### src/rtl/if_stage_pkg.sv
// Shared constants for the fetch stage: jump encodings common with the
// control decoder, reset defaults and the fetch FSM state type.
package if_stage_pkg;

  localparam logic [1:0] JUMP_NONE = 2'b00;
  localparam logic [1:0] JUMP_J    = 2'b01;
  localparam logic [1:0] JUMP_JR   = 2'b10;
  localparam logic [1:0] JUMP_JAL  = 2'b11;

  localparam logic [31:0] RESET_PC_DEFAULT = 32'h0000_0000;
  localparam logic [31:0] NOP_WORD_DEFAULT = 32'h0000_0000;

  typedef enum logic {
    FILL = 1'b0,
    RUN  = 1'b1
  } fetch_state_t;

endpackage

### src/rtl/next_pc_sel.sv
// Combinational next-PC computation: sequential, taken branch, j/jal and jr,
// with jumps taking priority over a taken branch.
module next_pc_sel
  import if_stage_pkg::*;
(
  input  logic [31:0] pc,
  input  logic [31:0] id_pc4,
  input  logic [31:0] id_instr,
  input  logic [31:0] jr_target,
  input  logic [1:0]  jump,
  input  logic        branch_taken,
  input  logic        slot_live,
  output logic [31:0] pc_plus4,
  output logic [31:0] next_pc,
  output logic        redirect
);

  logic [31:0] branch_target;
  logic [31:0] jump_target;
  logic [31:0] jr_aligned;
  logic        unused_bits;

  assign unused_bits = ^{id_instr[31:26], jr_target[1:0]};

  assign pc_plus4      = pc + 32'd4;
  assign branch_target = id_pc4 + {{14{id_instr[15]}}, id_instr[15:0], 2'b00};
  assign jump_target   = {id_pc4[31:28], id_instr[25:0], 2'b00};
  assign jr_aligned    = {jr_target[31:2], 2'b00};

  // A request only counts when IF/ID holds a real instruction; a bubble
  // slot can never redirect, which rules out back-to-back redirects.
  always_comb begin
    next_pc  = pc_plus4;
    redirect = 1'b0;
    if (slot_live) begin
      if (jump == JUMP_J || jump == JUMP_JAL) begin
        next_pc  = jump_target;
        redirect = 1'b1;
      end else if (jump == JUMP_JR) begin
        next_pc  = jr_aligned;
        redirect = 1'b1;
      end else if (branch_taken) begin
        next_pc  = branch_target;
        redirect = 1'b1;
      end
    end
  end

endmodule

### src/rtl/if_stage.sv
// Instruction-fetch stage with the IF/ID pipeline register, redirect squash
// and a fetch performance counter.
module if_stage
  import if_stage_pkg::*;
#(
  parameter logic [31:0] RESET_PC = RESET_PC_DEFAULT,
  parameter logic [31:0] NOP_WORD = NOP_WORD_DEFAULT
) (
  input  logic        clk,
  input  logic        rst,
  input  logic        stall,
  input  logic        branch_taken,
  input  logic [1:0]  jump,
  input  logic [31:0] jr_target,
  output logic [31:0] imem_addr,
  input  logic [31:0] imem_rdata,
  output logic [31:0] id_instr,
  output logic [31:0] id_pc4,
  output logic        id_valid,
  output logic        id_bubble,
  output logic [31:0] fetch_count
);

  logic [31:0]  pc;
  logic [31:0]  pc_plus4;
  logic [31:0]  next_pc;
  logic         redirect;
  logic         slot_live;
  logic         load_en;
  fetch_state_t state;
  fetch_state_t state_next;

  assign imem_addr = pc;
  assign slot_live = id_valid & ~id_bubble;
  // The first edge after reset always loads; a stall has nothing to hold yet.
  assign load_en   = (state == FILL) | ~stall;

  next_pc_sel u_next_pc_sel (
    .pc           (pc),
    .id_pc4       (id_pc4),
    .id_instr     (id_instr),
    .jr_target    (jr_target),
    .jump         (jump),
    .branch_taken (branch_taken),
    .slot_live    (slot_live),
    .pc_plus4     (pc_plus4),
    .next_pc      (next_pc),
    .redirect     (redirect)
  );

  always_ff @(posedge clk or posedge rst) begin
    if (rst) begin
      pc          <= RESET_PC;
      id_instr    <= NOP_WORD;
      id_pc4      <= 32'h0000_0000;
      id_valid    <= 1'b0;
      id_bubble   <= 1'b1;
      fetch_count <= 32'h0000_0000;
    end else if (redirect) begin
      // No delay slot: the word fetched this cycle is dropped, and id_pc4
      // keeps the jal link value.
      pc        <= next_pc;
      id_instr  <= NOP_WORD;
      id_valid  <= 1'b0;
      id_bubble <= 1'b1;
    end else if (load_en) begin
      pc          <= next_pc;
      id_instr    <= imem_rdata;
      id_pc4      <= pc_plus4;
      id_valid    <= 1'b1;
      id_bubble   <= 1'b0;
      fetch_count <= fetch_count + 32'd1;
    end
  end

  always_ff @(posedge clk or posedge rst) begin
    if (rst) state <= FILL;
    else     state <= state_next;
  end

  always_comb begin
    state_next = state;
    unique case (state)
      FILL:    state_next = RUN;
      RUN:     state_next = RUN;
      default: state_next = FILL;
    endcase
  end

endmodule

### config.mk
export PLATFORM = sky130hd
export DESIGN_NAME = if_stage
export DESIGN_NICKNAME = d
export VERILOG_FILES = /design/src/rtl/if_stage_pkg.sv /design/src/rtl/next_pc_sel.sv /design/src/rtl/if_stage.sv
export SDC_FILE = /design/constraint.sdc
export NUM_CORES = 1
export LEC_CHECK = 0
export ABC_AREA = 1
export CAP_MARGIN = 20
export CORE_AREA = 2 2 178 180
export DETAILED_ROUTE_END_ITERATION = 8
export DIE_AREA = 0 0 180 182
export DONT_BUFFER_PORTS = 1
export HOLD_SLACK_MARGIN = 0.05
export PLACE_DENSITY_LB_ADDON = 0.2
export SYNTH_ARGS = -nofsm -noshare
export SYNTH_HDL_FRONTEND = slang
export SYNTH_SLANG_ARGS = --single-unit
### constraint.sdc
create_clock -name clk -period 4.1 [get_ports clk]
set_clock_uncertainty 0.2 [all_clocks]
set_input_delay 0.41 -clock clk [delete_from_list [all_inputs] [get_ports clk]]
set_output_delay 0.41 -clock clk [all_outputs]
set_load 0.03 [all_outputs]
==> results.yml, run 1 <==
timing:
  setup_violations: 0
  max_slew_margin_pct: 28.3
  hold_violations: 0
  rsz0062_at_grt: "no"
  slew_violations: 0
  fmax_ghz: 0.277
  fin_crit_sh_pct: 88.1
  worst_pin_slew_ns: 1.07
  fin_tns_setup_ns: 0
  final.setup.worst_slack_ns: 0.489
  fin_crit_ns: 3.61
logic_synthesis:
  syn_avg_cell_area_um2: 6.68
  synth_area_um2: 9110
  synth_nets: 1465
  ys_warn_count: 0
  synth-main-ff-cell: "dfrtp_1"
  ys_ff_latch: 131
  synth_area_leaders: "dfrtp_1 36%, nand2_1 19%, inv_1 6.8%, a21oi_1 5.8%, nor2_1 5.6%"
  synth_edf_count: 0
  synthCells: 1363
  synthArstFlopShare_pct: 100
  yosysSeqAreaShare_pct: 36.0
  synth_top_area_share_pct: 35.7
  yosys.area.top_type: "dfrtp_1"
  synth_cell_types: 41
clocking:
  clock_path_buffers: 2
  cts-root-buf: "clkbuf_16"
  clk_latency_ns: 0.44
  cts_made_buffers: 17
  h-tree-depth: 4
  path_clk_slew_ns: 0.06
  cts_tree: "yes"
  ctsResizeCount: 0
  post_cts_buffers: 0
  clock_sinks: 131
setup_path:
  critical_path_class: "in2reg"
  cp.required_ns: 4.28
  cp-end-kind: "flip-flop"
  worstPathArrival_ns: 3.79
  crit_fanout: 43
  start_kind: "input pin"
floorplanning:
  rows: 65
  core-area_um2: 31000
  boundaryPins: 200
  start_util_pct: 29.4
  dieArea_um2: 32800
  die_w_um: 180
  die_h_um: 182
global_route:
  antenna_found_initial: 1
  grt_remaining_overflow: 0
  grt_use_total_pct: 21.1
  grt_pass1_vias: 8667
  grt_max_degree: 132
  grt_first_pass_wirelength_mm: 52.1
place:
  dpl.cell_count: 1734
  dpl_worst_slack_ns: 1.10
  place_congestion: 0.904
  io_buffers: 0
  dp_hpwl_mm: 25.9
flow_run:
  maxCapViolCount: 0
routing:
  drt-initial-drc-count: 592
  wirelength_mm: 34.6
  drtAntennaViolNets: 0
  routedWlPerCell_um: 19.2
  vias: 8905
  viasPerCell: 4.94
  drc_errors: 0
  firstDrtPassIters: 5
layout:
  finalNetCount: 1490
  multi_input_area_um2: 5040
  fin_cells: 1804
  final_common_cell: "nand2_1"
  final_cell_mix: "473 x nand2_1, 163 x inv_1, 135 x nor2_1"
  synthToLayoutAreaGrowth_pct: 15.7
  fillers: 3371
  regArea_um2: 3280
  drive_gt1_share_pct: 4.07
pwr:
  p_leak_nw: 5.33
  p_per_area_nw_per_um2: 902
  irDropWorstVdd_mv: 0.345
  power.total_w: 0.00951
min_path:
  min_path_type: "in2reg"
run_status:
  status: "finished clean"
[registers in the layout (all words and copies together) (netlist names)]
register,count
fetch_count,32
id_instr,32
id_valid,1
imem_addr,32
id_pc4,32
state,1
id_bubble,1
[stage by stage]
step / instance area (µm²) / hold slack [ns] / util, %
6_report: 10500 / 0.0651 / 34.0
3_3_place_gp: 9530 / 0.322 / 30.8
5_1_grt: 10500 / 0.0582 / 34.0
3_5_place_dp: 9530 / 0.325 / 30.8
2_1_floorplan: 9110 / 0.320 / -
4_1_cts: 10500 / 0.0532 / 34.0
[critical path, cell delays in order]
cell and delay (ns):
dlygate4sd3_1 1.25, nor2_4 0.17, a21oi_4 0.44, nor2_4 0.08, nor2_4 0.09, buf_4 0.44, buf_4 0.53, nand2_1 0.21
nand2_1 0.10
[metal layers]
layer	GRT usage (%)	vias to the layer above	part of all wire (%)
met5	0	-	0
met4	6.44	0	2.3
met3	6.86	48	7.8
met2	35.5	267	48
met1	25.7	4198	42
li1	-	4392	-
[repair_timing]
action / CTS / global route
setup endpoints to repair: 0 / 0
hold buffers: 37 / 0
endpoints found under the hold margin: 177 / 0
[cells in the mapped netlist (6+ instances only)]
cell type	number
nand2_1	473
inv_1	164
nor2_1	135
dfrtp_1	130
a21oi_1	106
nand3_1	67
o21ai_0	53
xor2_1	35
ha_1	31
clkbuf_1	27
nor3_1	23
xnor2_1	23
nand4_1	19
buf_2	11
a22o_1	9
nand3b_1	8
a31oi_1	7
o211ai_1	6
[final timing paths]
path                                   end   startpoint  slack [ns]  cells past startpoint
max reg2reg                  imem_addr[26]  id_instr[0]        1.09                     15
max in group asynchronous     id_instr[23]          rst        2.68                      3
min in group asynchronous  fetch_count[12]          rst        0.47                      3
min                           imem_addr[4]      jump[0]        0.07                      4
max                             id_pc4[16]      jump[0]        0.49                      9
min reg2reg                      id_bubble    id_bubble        0.42                      2
[power by group]
group	internal (W)	switching (W)
Clock	0.00102	0.000656
Combinational	0.00143	0.00283
Sequential	0.00177	0.00180
Total	0.00422	0.00529
[cell type report]
cell class                      instances  area share, %
Antenna cell                            1         0.0238
Clock buffer                           17           4.04
Clock inverter                         15           1.95
Inverter                              165           5.91
Multi-Input combinational cell       1026           47.8
Sequential cell                       131           31.1
Tap cell                              402           4.77
Timing Repair Buffer                   47           4.35
[kinds of logic after synthesis]
group                      count (synthesis)  share of synthesized area (%)
AOI/OAI and AO/OA                        194                           11.8
xor gates and xnor gates                  58                           5.58
adders and majority gates                 32                           4.48
buffers and inverters                    206                           8.76
DFF                                      131                           36.0
other                                      1                         0.0412
and+or+nand+nor                          741                           33.4
(Power assumes the default switching activity.)
==> run 2: changes to the inputs <==
--- a/config.mk
+++ b/config.mk
@@ -5,11 +5,10 @@
 export SDC_FILE = /design/constraint.sdc
 export NUM_CORES = 1
 export LEC_CHECK = 0
-export ABC_AREA = 1
 export CAP_MARGIN = 20
-export CORE_AREA = 2 2 178 180
+export CORE_AREA = 2 2 168 170
 export DETAILED_ROUTE_END_ITERATION = 8
-export DIE_AREA = 0 0 180 182
+export DIE_AREA = 0 0 170 172
 export DONT_BUFFER_PORTS = 1
 export HOLD_SLACK_MARGIN = 0.05
 export PLACE_DENSITY_LB_ADDON = 0.2
==> run 2 against run 1 <==
Net effect: critical path depth increased by 2; final cell count is 25% lower; maximum frequency is 7.4% lower; combinational power down 30%; largest power group is now sequential cells; first-iteration DRC count increased by 5.9%; wire length is 15% lower; sequential power is 11% lower; sequential share of layout area grew 2.9 points; global-route usage shrank 0.51 points; worst hold slack improved by 0.021 ns; synthesized cell count down 29%.
==> results.yml, run 2 <==
layout:
  drive_gt1_share_pct: 7.50
  final_common_cell: "nand2_1"
  final_cell_mix: "169 x nand2_1, 130 x dfrtp_1, 93 x a21oi_1"
  finalNetCount: 1103
  fin_cells: 1362
  synthToLayoutAreaGrowth_pct: 18.3
pwr:
  switching_power_w: 0.00397
  switching_share_pct: 50.7
  p_seq_share_pct: 40.5
  p_comb_share_pct: 38.2
  irDropWorstVdd_mv: 0.298
  p_leak_nw: 4.15
  p_per_area_nw_per_um2: 813
  clock_power_share_pct: 21.3
  p_int_w: 0.00386
clocking:
  post_cts_buffers: 0
  cts_tree: "yes"
  clock_path_buffers: 2
  cts_made_buffers: 17
  clock_sinks: 131
  path_clk_slew_ns: 0.06
  clk_latency_ns: 0.43
  h-tree-depth: 4
  cts-root-buf: "clkbuf_16"
logic_synthesis:
  ys_ff_latch: 131
  ys_warn_count: 0
  muxShareOfSynthArea_pct: 0
  synth_most_common_cell: "nand2_1"
  synthCells: 970
  synthAdderAreaFrac_pct: 5.01
  synth-main-ff-cell: "dfrtp_1"
  synth-compound-area-share_pct: 23.2
  syn_avg_cell_area_um2: 8.40
  synth_common_cells: "170 x nand2_1, 130 x dfrtp_1, 94 x a21oi_1, 80 x o21ai_0, 69 x nor2_1"
  synth_nets: 1072
  synthArstFlopShare_pct: 100
  yosysSeqAreaShare_pct: 40.3
  synth_top_area_share_pct: 39.9
  synth-xor-area-share_pct: 9.25
  synth-simple-area-share_pct: 18.6
  synth_area_leaders: "dfrtp_1 40%, nand2_1 7.8%, a21oi_1 5.8%, xnor2_1 5.6%, o21ai_0 4.9%"
  yosys.area.top_type: "dfrtp_1"
  synth_edf_count: 0
  synth_cell_types: 65
  synth_top_family_by_area: "compound AO/OA/AOI/OAI gates"
  synth_area_um2: 8150
timing:
  fmax_ghz: 0.257
  rsz0062_at_grt: "no"
  slew_violations: 0
  setup_violations: 0
  max_slew_margin_pct: 42.8
  fin_crit_ns: 3.90
  hold_violations: 0
  worst_pin_slew_ns: 0.857
  fin_tns_setup_ns: 0
  fin_crit_sh_pct: 95.1
routing:
  firstDrtPassIters: 5
  drt-initial-drc-count: 627
  drtAntennaViolNets: 0
  wirelength_mm: 29.4
  vias: 7368
  viasPerCell: 5.41
  routedWlPerCell_um: 21.6
  drc_errors: 0
setup_path:
  reg2reg_depth: 11
  r2r-start: "id_instr[1]"
  rrSetupSlack_ns: 0.20
  worstPathArrival_ns: 4.00
  crit_chain: "fa_1 > a211oi_1 > o211ai_1 > a32o_1 > a311oi_2 > nor2b_1 > nor2_1 > xnor2_1 > a221oi_1 > dlygate4sd3_1 > a21oi_1"
  crit_start: "id_instr[1]"
  crit_fanout: 5
  crit_path_top_delay_cell: "dlygate4sd3_1"
  critical_path.endpoint: "imem_addr[26]"
  start_kind: "flip-flop"
  critical_path_class: "reg2reg"
  timing.rr.end: "imem_addr[26]"
  cp-end-kind: "flip-flop"
  cp.required_ns: 4.21
  max_stage_delay_ns: 0.59
floorplanning:
  dieArea_um2: 29200
  start_util_pct: 29.6
  die_h_um: 172
  boundaryPins: 200
  core-area_um2: 27500
  rows: 61
  die_w_um: 170
place:
  dpl.cell_count: 1286
  io_buffers: 0
  place_congestion: 0.874
  dp_hpwl_mm: 20.2
flow_run:
  maxCapViolCount: 0
global_route:
  grt_remaining_overflow: 0
  grt_first_pass_wirelength_mm: 45.7
  grt_max_degree: 98
  antenna_found_initial: 3
  grt_use_total_pct: 20.6
  grt_pass1_vias: 7347
run_status:
  status: "finished clean"
min_path:
  min_path_type: "in2reg"
## run 2: metrics by stage
stage                     setup WS (ns)  cell area, µm²  util [%]  total power, W  hold slack, ns
after floorplan                   0.869            8150         -         0.00512           0.262
after global placement            0.460            8570      31.2         0.00609           0.261
after detailed placement          0.486            8570      31.2         0.00612           0.260
after CTS                        0.0749            9620      35.0         0.00785          0.0526
after global routing             0.0144            9630      35.1         0.00837          0.0722
final                             0.202            9640      35.1         0.00783          0.0856
## run 2: repair_timing
item | in CTS | in global routing
setup endpoints to repair | 0 | 2
resized for setup | 0 | 2
hold buffers | 42 | 0
endpoints found under the hold margin | 74 | 0
## run 2: kinds of logic after synthesis
logic type      Yosys count
simple gates            343
compound gates          303
flops                   131
xor+xnor                 86
buf+inv                  74
fa+ha+maj                32
other cells               1
## run 2: metal layers
| layer | GRT usage (%) | vias up | part of all wire (%) |
|---|---|---|---|
| met5 | 0 | - | 0.044 |
| met2 | 32.6 | 249 | 45 |
| met3 | 6.36 | 29 | 8.1 |
| met4 | 4.94 | 2 | 1.5 |
| met1 | 27.6 | 3559 | 45 |
| li1 | - | 3529 | - |
## run 2: area by class of cell
cell class                 instances  area [µm²]
antenna                            2        5.00
clock buffer                      18         439
fill                            2825       17800
tap                              346         433
clock inverter                    14         188
timing repair buffer              66         613
sequential                       131        3280
inverter                          20        78.8
multi-input combinational        765        4600
## run 2: worst min-delay path by stage
stage / start / to / slack (ns) / cells after the start
floorplan: imem_addr[0] / id_pc4[0] / 0.26 / 2
finish: jump[0] / imem_addr[21] / 0.09 / 3
detailed placement: rst / fetch_count[20] / 0.26 / 1
global route: jump[0] / imem_addr[14] / 0.07 / 3
CTS: jump[0] / imem_addr[21] / 0.05 / 3
global placement: rst / fetch_count[20] / 0.26 / 1
## run 2: power groups by stage
stage                     combinational [W]  clock, W  sequential [W]
after floorplan                     0.00218         0         0.00294
final                               0.00299   0.00167         0.00317
after global placement              0.00288         0         0.00321
after detailed placement            0.00290         0         0.00321
after global routing                0.00335   0.00175         0.00327
after CTS                           0.00296   0.00170         0.00319
## run 2: critical path: cells and delay by family (launching register included)
| kind | cells | cell delay (ns) |
|---|---|---|
| AO/OA/AOI/OAI | 6 | 1.59 |
| XOR/XNOR | 1 | 0.08 |
| adder cells (fa/ha/maj) | 1 | 0.55 |
| buffers and inverters | 1 | 0.59 |
| flip-flops | 1 | 0.56 |
| AND/OR/NAND/NOR | 2 | 0.20 |
==> run 3: changes to the inputs <==
--- a/config.mk
+++ b/config.mk
@@ -11,6 +11,7 @@
 export DIE_AREA = 0 0 170 172
 export DONT_BUFFER_PORTS = 1
 export HOLD_SLACK_MARGIN = 0.05
+export MAX_ROUTING_LAYER = met4
 export PLACE_DENSITY_LB_ADDON = 0.2
 export SYNTH_ARGS = -nofsm -noshare
 export SYNTH_HDL_FRONTEND = slang
==> run 3 against run 2 <==
Net effect: wire length about the same; critical path type unchanged; setup slack improved by 0.0020 ns; sequential power hardly changed; die area is the same; non-clock buffer count stayed put; worst hold slack lost 0.0045 ns; maximum frequency hardly changed; final cell count about the same; design area about the same.
==> results.yml, run 3 (synthesis gave the netlist of run 2 again) <==
floorplanning:
  boundaryPins: 200
  start_util_pct: 29.6
  core-area_um2: 27500
  rows: 61
  die_h_um: 172
  dieArea_um2: 29200
  die_w_um: 170
timing:
  hold_violations: 0
  rsz0062_at_grt: "no"
  max_slew_margin_pct: 43.5
  fin_crit_sh_pct: 95.0
  fin_tns_setup_ns: 0
  fin_crit_ns: 3.90
  slew_violations: 0
  worst_pin_slew_ns: 0.847
  fmax_ghz: 0.257
  setup_violations: 0
  final.setup.worst_slack_ns: 0.204
pwr:
  p_per_area_nw_per_um2: 813
  irDropWorstVdd_mv: 0.298
  p_leak_nw: 4.15
layout:
  design_area_um2: 9640
  final_cell_mix: "169 x nand2_1, 130 x dfrtp_1, 93 x a21oi_1"
  drive_gt1_share_pct: 7.50
  final_common_cell: "nand2_1"
  finalNetCount: 1103
  final_util_pct: 35.1
  synthToLayoutAreaGrowth_pct: 18.3
  fillers: 2825
clocking:
  cts-root-buf: "clkbuf_16"
  clk_latency_ns: 0.43
  cts_tree: "yes"
  cts_made_buffers: 17
  path_clk_slew_ns: 0.06
  clock_path_buffers: 2
  clock_sinks: 131
  post_cts_buffers: 0
  h-tree-depth: 4
setup_path:
  timing.rr.end: "imem_addr[26]"
  max_stage_delay_ns: 0.59
  crit_start: "id_instr[1]"
  r2r-start: "id_instr[1]"
  cp-end-kind: "flip-flop"
  critical_path.endpoint: "imem_addr[26]"
  cp.required_ns: 4.21
  worstPathArrival_ns: 4.00
  start_kind: "flip-flop"
  crit_path_top_delay_cell: "dlygate4sd3_1"
  rrSetupSlack_ns: 0.20
  critical_path_class: "reg2reg"
  crit_chain: "fa_1 > a211oi_1 > o211ai_1 > a32o_1 > a311oi_2 > nor2b_1 > nor2_1 > xnor2_1 > a221oi_1 > dlygate4sd3_1 > a21oi_1"
  reg2reg_depth: 11
  crit_fanout: 5
min_path:
  hold_depth: 3
  min_path_type: "in2reg"
routing:
  firstDrtPassIters: 6
  topRoutingLayerUsed: "met4"
  viasPerCell: 5.42
  drt-initial-drc-count: 615
  met1_length_mm: 13.4
  drc_errors: 0
  route.met2.wl_mm: 13.3
  vias: 7386
  drtAntennaViolNets: 0
  routedWlPerCell_um: 21.5
  wirelength_mm: 29.4
  wl_met3_mm: 2.26
global_route:
  grt_first_pass_wirelength_mm: 45.7
  grt_use_total_pct: 21.2
  antenna_found_initial: 3
  grt_max_degree: 98
  grt_remaining_overflow: 0
  grt_pass1_vias: 7373
run_status:
  status: "finished clean"
place:
  dp_hpwl_mm: 20.2
  io_buffers: 0
  place_congestion: 0.889
  dpl_worst_slack_ns: 0.486
  place_area_um2: 8570
flow_run:
  maxCapViolCount: 0
run 3: changes by cell type in the layout (fill, tap and decap cells not counted), sizes merged:
cell and change:
diode +1
run 3: worst min path at each step:
stage / endpoint / start / slack [ns]
finish: imem_addr[21] / jump[0] / 0.08
global route: imem_addr[14] / jump[0] / 0.07
CTS: imem_addr[21] / jump[0] / 0.05
detailed placement: fetch_count[20] / rst / 0.26
global placement: fetch_count[20] / rst / 0.26
floorplan: id_pc4[0] / imem_addr[0] / 0.26
run 3: timing repair:
item / CTS / global route
hold endpoints to repair: 74 / 0
hold buffers: 42 / 0
resized for setup: 0 / 2
endpoints found under the setup margin: 0 / 2
run 3: where the power goes:
part           switching (W)  total (W)  internal, W  leakage, nW
clock network       0.000678    0.00167     0.000995        0.311
registers            0.00148    0.00317      0.00169         1.67
logic                0.00182    0.00299      0.00117         2.16
run 3: per-stage QoR:
| stage | hold WS, ns | total power (W) | cells |
|---|---|---|---|
| 6_report | 0.0811 | 0.00784 | 1363 |
| 3_3_place_gp | 0.261 | 0.00609 | 1286 |
| 3_5_place_dp | 0.260 | 0.00612 | 1286 |
| 5_1_grt | 0.0689 | 0.00837 | 1363 |
| 4_1_cts | 0.0526 | 0.00785 | 1360 |
| 2_1_floorplan | 0.262 | 0.00512 | 970 |
run 3: cell type report:
| type | instances | area, µm² | share of cell area [%] |
|---|---|---|---|
| repair buffers | 66 | 613 | 6.36 |
| diodes | 3 | 7.51 | 0.0779 |
| well taps | 346 | 433 | 4.49 |
| flip-flops and latches | 131 | 3280 | 34.0 |
| inverters | 20 | 78.8 | 0.818 |
| clock inverters | 14 | 188 | 1.95 |
| multi-input cells | 765 | 4600 | 47.7 |
| clock buffers | 18 | 439 | 4.56 |
run 3: critical path: cells and delay by family, from the launching register on:
kind            cells  cell delay (ns)
compound gates      6             1.59
flops               1             0.56
buf+inv             1             0.59
xor+xnor            1             0.08
fa+ha+maj           1             0.55
simple gates        2             0.20
run 3: metal layers:
| layer | GRT usage, % | vias to the layer above |
|---|---|---|
| met3 | 6.11 | 29 |
| met1 | 27.7 | 3575 |
| met5 | - | - |
| li1 | - | 3526 |
| met4 | 4.94 | 0 |
| met2 | 32.6 | 256 |
